===== src/rtl/scan_arbiter.sv =====
// Round-robin arbiter that scans a memory window for two requesters and reports
// the signed maximum and the number of completed peaks (rise then fall).
// Latency: LOAD one cycle after grant, then LEN scan cycles, DONE on cycle LEN+2.
// Backpressure: none; REQ is a level, the grant is held until DONE, one IDLE gap between scans.
//
// Ports:
//   CLOCK, RESET          clock and synchronous active-high reset
//   REQ[1:0]              level request per requester
//   BASE0/LEN0, BASE1/LEN1 window start and element count minus one, sampled at grant
//   MEM_DATA              combinational read data for the current MAR
//   MAR                   registered memory address
//   GNT                   one-hot grant, held for the whole scan
//   BUSY                  high whenever not idle
//   DONE, DONE_ID         one-cycle completion pulse and the requester it serves
//   MAX_OUT, NUM_OUT      window maximum and peak count, held until the next completion
module scan_arbiter #(
    parameter int AW = 5,
    parameter int DW = 9,
    parameter int NW = 5
) (
    input  logic          CLOCK,
    input  logic          RESET,
    input  logic [1:0]    REQ,
    input  logic [AW-1:0] BASE0,
    input  logic [AW-1:0] LEN0,
    input  logic [AW-1:0] BASE1,
    input  logic [AW-1:0] LEN1,
    input  logic [DW-1:0] MEM_DATA,
    output logic [AW-1:0] MAR,
    output logic [1:0]    GNT,
    output logic          BUSY,
    output logic          DONE,
    output logic          DONE_ID,
    output logic [DW-1:0] MAX_OUT,
    output logic [NW-1:0] NUM_OUT
);

    typedef enum logic [1:0] {
        S_IDLE = 2'd0,
        S_LOAD = 2'd1,
        S_SCAN = 2'd2,
        S_FIN  = 2'd3
    } state_t;

    localparam logic [AW-1:0] A_ONE = AW'(1);
    localparam logic [NW-1:0] N_ONE = NW'(1);

    state_t        state_q, state_d;
    logic          sel_q, sel_d;
    logic          last_q, last_d;
    logic [AW-1:0] mar_q, mar_d;
    logic [AW-1:0] cnt_q, cnt_d;
    logic [1:0]    gnt_q, gnt_d;
    logic [DW-1:0] temp_q, temp_d;
    logic [DW-1:0] max_q, max_d;
    logic [NW-1:0] num_q, num_d;
    logic          flag_q, flag_d;
    logic          done_q, done_d;
    logic          done_id_q, done_id_d;
    logic [DW-1:0] max_out_q, max_out_d;
    logic [NW-1:0] num_out_q, num_out_d;

    logic signed [DW-1:0] data_s, temp_s, max_s;
    logic                 pick;

    assign data_s = MEM_DATA;
    assign temp_s = temp_q;
    assign max_s  = max_q;

    // Single request wins outright; a tie goes to the requester not served last.
    assign pick = (REQ == 2'b11) ? ~last_q : REQ[1];

    always_comb begin
        state_d   = state_q;
        sel_d     = sel_q;
        last_d    = last_q;
        mar_d     = mar_q;
        cnt_d     = cnt_q;
        gnt_d     = gnt_q;
        temp_d    = temp_q;
        max_d     = max_q;
        num_d     = num_q;
        flag_d    = flag_q;
        done_d    = 1'b0;
        done_id_d = done_id_q;
        max_out_d = max_out_q;
        num_out_d = num_out_q;

        case (state_q)
            S_IDLE: begin
                if (REQ != 2'b00) begin
                    sel_d   = pick;
                    gnt_d   = pick ? 2'b10 : 2'b01;
                    mar_d   = pick ? BASE1 : BASE0;
                    cnt_d   = pick ? LEN1 : LEN0;
                    state_d = S_LOAD;
                end
            end
            S_LOAD: begin
                temp_d = MEM_DATA;
                max_d  = MEM_DATA;
                num_d  = '0;
                flag_d = 1'b0;
                if (cnt_q == '0) begin
                    state_d = S_FIN;
                end else begin
                    mar_d   = mar_q + A_ONE;
                    cnt_d   = cnt_q - A_ONE;
                    state_d = S_SCAN;
                end
            end
            S_SCAN: begin
                if (data_s < temp_s) begin
                    if (flag_q) begin
                        num_d  = num_q + N_ONE;
                        flag_d = 1'b0;
                    end
                end else if (data_s > temp_s) begin
                    flag_d = 1'b1;
                    if (data_s > max_s) begin
                        max_d = MEM_DATA;
                    end
                end
                temp_d = MEM_DATA;
                if (cnt_q == '0) begin
                    state_d = S_FIN;
                end else begin
                    mar_d = mar_q + A_ONE;
                    cnt_d = cnt_q - A_ONE;
                end
            end
            S_FIN: begin
                gnt_d   = 2'b00;
                last_d  = sel_q;
                state_d = S_IDLE;
            end
            default: begin
                state_d = S_IDLE;
            end
        endcase

        // Results are registered on entry to FIN so they are visible together
        // with DONE; they include the update made by the final element.
        if (state_d == S_FIN && state_q != S_FIN) begin
            done_d    = 1'b1;
            done_id_d = sel_q;
            max_out_d = max_d;
            num_out_d = num_d;
        end
    end

    always_ff @(posedge CLOCK) begin
        if (RESET) begin
            state_q   <= S_IDLE;
            sel_q     <= 1'b0;
            last_q    <= 1'b1;
            mar_q     <= '0;
            cnt_q     <= '0;
            gnt_q     <= 2'b00;
            temp_q    <= '0;
            max_q     <= '0;
            num_q     <= '0;
            flag_q    <= 1'b0;
            done_q    <= 1'b0;
            done_id_q <= 1'b0;
            max_out_q <= '0;
            num_out_q <= '0;
        end else begin
            state_q   <= state_d;
            sel_q     <= sel_d;
            last_q    <= last_d;
            mar_q     <= mar_d;
            cnt_q     <= cnt_d;
            gnt_q     <= gnt_d;
            temp_q    <= temp_d;
            max_q     <= max_d;
            num_q     <= num_d;
            flag_q    <= flag_d;
            done_q    <= done_d;
            done_id_q <= done_id_d;
            max_out_q <= max_out_d;
            num_out_q <= num_out_d;
        end
    end

    assign MAR     = mar_q;
    assign GNT     = gnt_q;
    assign BUSY    = (state_q != S_IDLE);
    assign DONE    = done_q;
    assign DONE_ID = done_id_q;
    assign MAX_OUT = max_out_q;
    assign NUM_OUT = num_out_q;

endmodule


===== config.mk =====
export PLATFORM = sky130hd
export DESIGN_NAME = scan_arbiter
export DESIGN_NICKNAME = d
export VERILOG_FILES = /design/src/rtl/scan_arbiter.sv
export SDC_FILE = /design/constraint.sdc
export NUM_CORES = 1
export LEC_CHECK = 0
export ABC_AREA = 1
export ABC_CLOCK_PERIOD_IN_PS = 5100
export BUFFER_PORTS_ARGS = -buffer_cell sky130_fd_sc_hd__buf_2
export CAP_MARGIN = 20
export CORE_MARGIN = 2
export CORE_UTILIZATION = 60
export DETAILED_ROUTE_END_ITERATION = 10
export PLACE_DENSITY_LB_ADDON = 0.1
export SYNTH_ARGS = -nofsm -noshare
export SYNTH_HDL_FRONTEND = slang
export SYNTH_SLANG_ARGS = --single-unit
export TNS_END_PERCENT = 10

===== constraint.sdc =====
create_clock -name CLOCK -period 5.1 [get_ports CLOCK]
set_clock_uncertainty 0.2 [all_clocks]
set_input_delay 1.02 -clock CLOCK [delete_from_list [all_inputs] [get_ports CLOCK]]
set_output_delay 1.02 -clock CLOCK [all_outputs]
set_load 0.05 [all_outputs]

* After elaboration in Yosys (flattened, before gate mapping)
Cells that the tools add are included.
** Word-level totals
- Output and inout port bits :: 24
- Word-level logic and storage cells :: 70
- Bits in latches :: 0
- Bits in read-only memories :: 0
- Flip-flop bits (word level) :: 56
- Memories kept :: 0
- Bits in writable memories :: 0
- Input port bits :: 33
** Operators by class
- Bitwise gates (word level) :: 1
- Order comparisons :: 3
- Muxes and demuxes :: 27
- Add/sub/neg operators :: 3
- Shift operators :: 0
- Equality and inequality tests :: 9
- Divide/modulo/power cells :: 0
- Reduce and logical (&&, ||, !) cells :: 13
- Multiply operators :: 0
** Operators with widths (number)
- 2-to-1 mux 5 bit :: 8
- case mux 5 bit (2 select lines) :: 3
- 2-to-1 mux 9 bit :: 3
- greater-than comparator 9 bit :: 2
- case mux 9 bit (2 select lines) :: 1
- adder 5 x 1 -> 5 bit (second input constant) :: 2
- nonzero test 2 bit :: 5
- less-than comparator 9 bit :: 1
- == test 2 bit (second input constant) :: 4
- 2-to-1 mux 2 bit :: 4
- case mux 2 bit (4 select lines) :: 1
- != test 2 bit (second input constant) :: 3
- AND reduction 2 bit :: 3
- zero test 5 bit :: 1
- 2-to-1 mux 1 bit :: 5
- subtractor 5 x 1 -> 5 bit (second input constant) :: 1
- case mux 2 bit (2 select lines) :: 1
- != test 3 bit (second input constant) :: 1
- AND reduction 3 bit :: 1
- == test 2 x 1 -> 1 bit (second input constant) :: 1
- zero test 2 bit :: 1
- case mux 1 bit (2 select lines) :: 1
- OR reduction 2 bit :: 1
- logical AND 1 bit :: 1
- NOT 1 bit :: 1

* Depth between registers and ports, before layout
- Depth after elaboration :: 6
- Mapped depth :: 17
- Mapped depth without buffers :: 17

* Worst setup path after synthesis
OpenSTA, ideal clock, no wires.
- Path kind :: input to register
- Start :: in MEM_DATA[8]
- End :: reg max_out_q[8] (netlist: MAX_OUT[8])
- Stages :: 14
- Data required time :: 4.833 ns
- Setup slack :: 2.379 ns
- Data arrival time :: 2.455 ns
- Buffers on the path :: 0
- Path through :: ha_1 > nand2_2 > inv_1 > a21oi_2 > nand3_1 > nand2_1 > nand2_4 > nor2_8 > nand2_4 > nand2_2 > nand3_1 > nand2_1 > nand2_2 > a21oi_2
** Between the ends
- Word-level cells in the longest chain between the ends :: 5
- Elaborated cells on any way between the ends :: 7
- Those cells by class :: order compare: 3; mux: 4
** Ends and longest elaborated chain
- from (decl) :: RTL line 28 : input logic [DW-1:0] MEM_DATA,
- greater-than comparator 9 bit :: RTL line 120 : if (data_s > max_s) begin
- 2-to-1 mux 9 bit :: RTL line 120
- 2-to-1 mux 9 bit :: RTL line 118 : end else if (data_s > temp_s) begin
- 2-to-1 mux 9 bit :: RTL line 113 : if (data_s < temp_s) begin
- case mux 9 bit (2 select lines) (*) :: RTL line 89 : case (state_q)
- to (signal assigned) :: RTL line 181 : max_out_q <= max_out_d;
- to (decl) :: RTL line 60 : logic [DW-1:0] max_out_q, max_out_d;
Mark *: on every way between the ends. The rest lies on a longest branch, timed or not.
A chain may end at the register's enable or synchronous reset.

* Final worst setup path
- Start :: reg state_q[0]
- End :: reg num_out_q[4] (netlist: NUM_OUT[4])
** Between the ends
- Word-level cells in the longest chain between the ends :: 4
- Elaborated cells on any way between the ends :: 11
- Those cells by class :: eq/ne: 5; mux: 4; reduce/logical: 2
** Ends and longest elaborated chain
- from (decl) :: RTL line 48 : state_t state_q, state_d;
- from (signal assigned) :: RTL line 169 : state_q <= state_d;
- == test 2 bit, or another cell as far along :: RTL line 89
- case mux 2 bit (4 select lines) (*) :: RTL line 89
- net state_d[1] :: RTL line 48
- == test 2 bit (*) :: RTL line 144 : if (state_d == S_FIN && state_q != S_FIN) begin
- logical AND 1 bit (*) :: RTL line 144
- to (signal assigned) :: RTL line 182 : num_out_q <= num_out_d;
- to (decl) :: RTL line 61 : logic [NW-1:0] num_out_q, num_out_d;
The timed path passes the listed nets; every way through them passes the cells marked *.

==> metrics.txt <==
Clk Latency, worst-skew pair 320 ps; PortBufs 56; RSZ-0062 raised after global routing no; routing usage on met2 46.9%; final setup violation count 0; post-synthesis xor/xnor area fraction less than 1%; startpoint types flop; CP Class flop to flop; Mean Syn Cell Area around 7 sq um; leakage 1.75 nW; max-slew violation count 0; CTS buffer count 5; Hold Buf Count CTS 0; setup TNS 0 ps; Compound-Gate Fraction of Synth Area 17.7%; grt peak-use layer met2; register area share after synthesis 34.5%; Post-Syn Area approximately 0.0032 sq mm; main combinational cell family by area after synthesis simple AND/OR/NAND/NOR gates; Die Area around 0.006 sq mm; Final Power between 2 and 2.5 mW; Slew headroom roughly 29%; initial antenna violation count 0; count leader, synth nand2_1; mux share of post-synthesis cell area 0%; Cell Rows 26; Async S/R FF share, synth 0%; Core Area approximately 0.0052 sq mm; Clock Pin Slew Worst Setup and Hold Paths around 110 ps; Top Ports between 50 and 60; DPL Wire Length about 5.4 mm; PwrDens 640 mW/mm^2; yosys warns 0; vias in the first global route ~3000; Die Ht 77.6 um; vias per std cell ~5.4; Synth Area in Adders 9.64%; post-route minimum period approximately 3400 ps; DRT iter0 DRCs ~140; largest fanout on the critical path 33; GR Overflow Total 0; final net count between 500 and 600; depth of the CTS H-tree 2; Post-synth top flop dfxtp_1; Slew @ Worst Pin roughly 1100 ps; share of the synthesized area in the top cell type between 30% and 40%; drt first pass iters 5; RD Place Congestion a little over 0.8; final antenna-violating net count 0; post-synthesis cell count 468; largest net degree at the start of global routing 34; hold_sp temp_q[7]; Tot GR Track Use between 20% and 30%; WP data required 5160 ps; setup repair bufs after CTS 0; clock root buffer clkbuf_8; Sink Count 56; GR Util met1 31.0%; Hold Path Class flop to flop; Die Width roughly 78 um; syn nets between 500 and 600; post-synthesis simple-gate area fraction 26.8%; Post-synth EDFFs 0; CTS max path bufs 2; Starting Density 62.7%; r2r setup slk roughly 1700 ps; via count 3154; first-pass GRT wire length about 13 mm; Max-Cap Viols 0; Area contributors post-synth dfxtp_1 35%, nand2_1 11%, ha_1 9.6%; crit end category flop; number of diodes 0; area delta synth->final 12.2%; area leader, netlist dfxtp_1; CTS tree done; Fin. Hold Viols 0; DRC 0; RR Startpoint state_q[0]; Worst Setup SP state_q[0]; share of post-route cells with drive strength above 1 ~16%; status completed; Post-CTS Resized 0; VDD IR-drop max approximately 540 uV; top post-synthesis cells by count 95 x nand2_1, 75 x inv_1, 56 x dfxtp_1, 42 x a21oi_1, 38 x nand3_1; met3 usage 4.19%; Yosys cell types 31; drt wl/cell 12.8 um; CP Data Arrival Time 3470 ps; final WL between 7 and 8 mm; FF+latch count, synth 56; Final period util about 67%; fmax about 290 MHz
==> cell type report <==
class / count / area [sq um]
Clock buffer: 5 / 68.8
Fill cell: 473 / 1530
Timing Repair Buffer: 57 / 288
Tap cell: 70 / 87.6
Multi-Input combinational cell: 318 / 1770
Sequential cell: 56 / 1120
Clock inverter: 3 / 21.3
Inverter: 77 / 289
==> per-layer routing <==
layer | vias up | wire length [um]
li1 | 1622 | -
met1 | 1407 | 3260
met2 | 107 | 3620
met3 | 18 | 405
met4 | 0 | 193
met5 | - | 0
==> cells by family (layout without fill, tap and decap cells) <==
kind of cell,count (synthesis),in the layout
AOI/OAI and AO/OA,102,102
DFF,56,56
and+or+nand+nor,190,190
xor gates and xnor gates,1,1
buffers and inverters,94,142
adders and majority gates,25,25
==> power by group <==
part,internal (mW),total (mW),switching [mW]
combinational,0.426,1.43,1.00
clock,0.0980,0.253,0.155
sequential,0.576,0.649,0.0728
total,1.10,2.33,1.23
==> final timing paths <==
kind / endpoint / cells past startpoint
setup / recovery: NUM_OUT[4] / 9
hold / removal: temp_q[7] / 2
setup reg to reg: NUM_OUT[4] / 9
hold reg to reg: temp_q[7] / 2
==> metrics by stage <==
stage | setup slack, ps | std cells | utilization, % | hold slack, ps | instance area [sq um]
floorplan | 2380 | 468 | - | 229 | 3250
global placement | 1910 | 578 | 68.7 | 248 | 3550
detailed placement | 1770 | 578 | 68.7 | 255 | 3550
CTS | 1720 | 586 | 70.4 | 270 | 3640
global route | 1450 | 586 | 70.4 | 298 | 3640
finish | 1680 | 586 | 70.4 | 267 | 3640
==> flip-flops by register name, indices dropped and copies added (netlist names) <==
signal	count
MAX_OUT	9
max_q	9
temp_q	9
MAR	5
NUM_OUT	5
cnt_q	5
num_q	5
GNT	2
state_q	2
DONE	1
DONE_ID	1
flag_q	1
last_q	1
sel_q	1
==> cells in the final DEF (no fill, tap or decap) <==
cell        netlist  final
a211oi_1          3      3
a21o_2            1      1
a21oi_1          42     42
a21oi_2           2      2
a31oi_1           4      4
buf_2             4     56
buf_4             0      1
clkbuf_8          0      5
clkinv_1          1      1
clkinv_2          0      1
clkinvlp_4        0      1
dfxtp_1          56     56
ha_1             25     25
inv_1            75     75
inv_2             1      1
inv_6             0      1
nand2_1          95     95
nand2_2           4      4
nand2_4           2      2
nand3_1          38     38
nand3_2           1      1
nand3b_1          8      8
nand4_1           4      4
nor2_1           30     30
nor2_4            1      1
nor2_8            1      1
nor3_1            4      4
nor3_2            1      1
o2111ai_1         1      1
o211ai_1          1      1
o21a_1            9      9
o21ai_0          29     29
o22ai_1          10     10
or2_2             1      1
xnor2_1           1      1
==> critical path, cell delays in order, from the launching register on <==
cell and delay, ps:
dfxtp_1 390, inv_1 90, ha_1 1010, inv_1 700, nor3_1 320, inv_1 70, nor3_1 190, a21o_2 160
nand3_1 70, a21oi_1 140
Note: power is estimated with default switching activity, not from simulation.
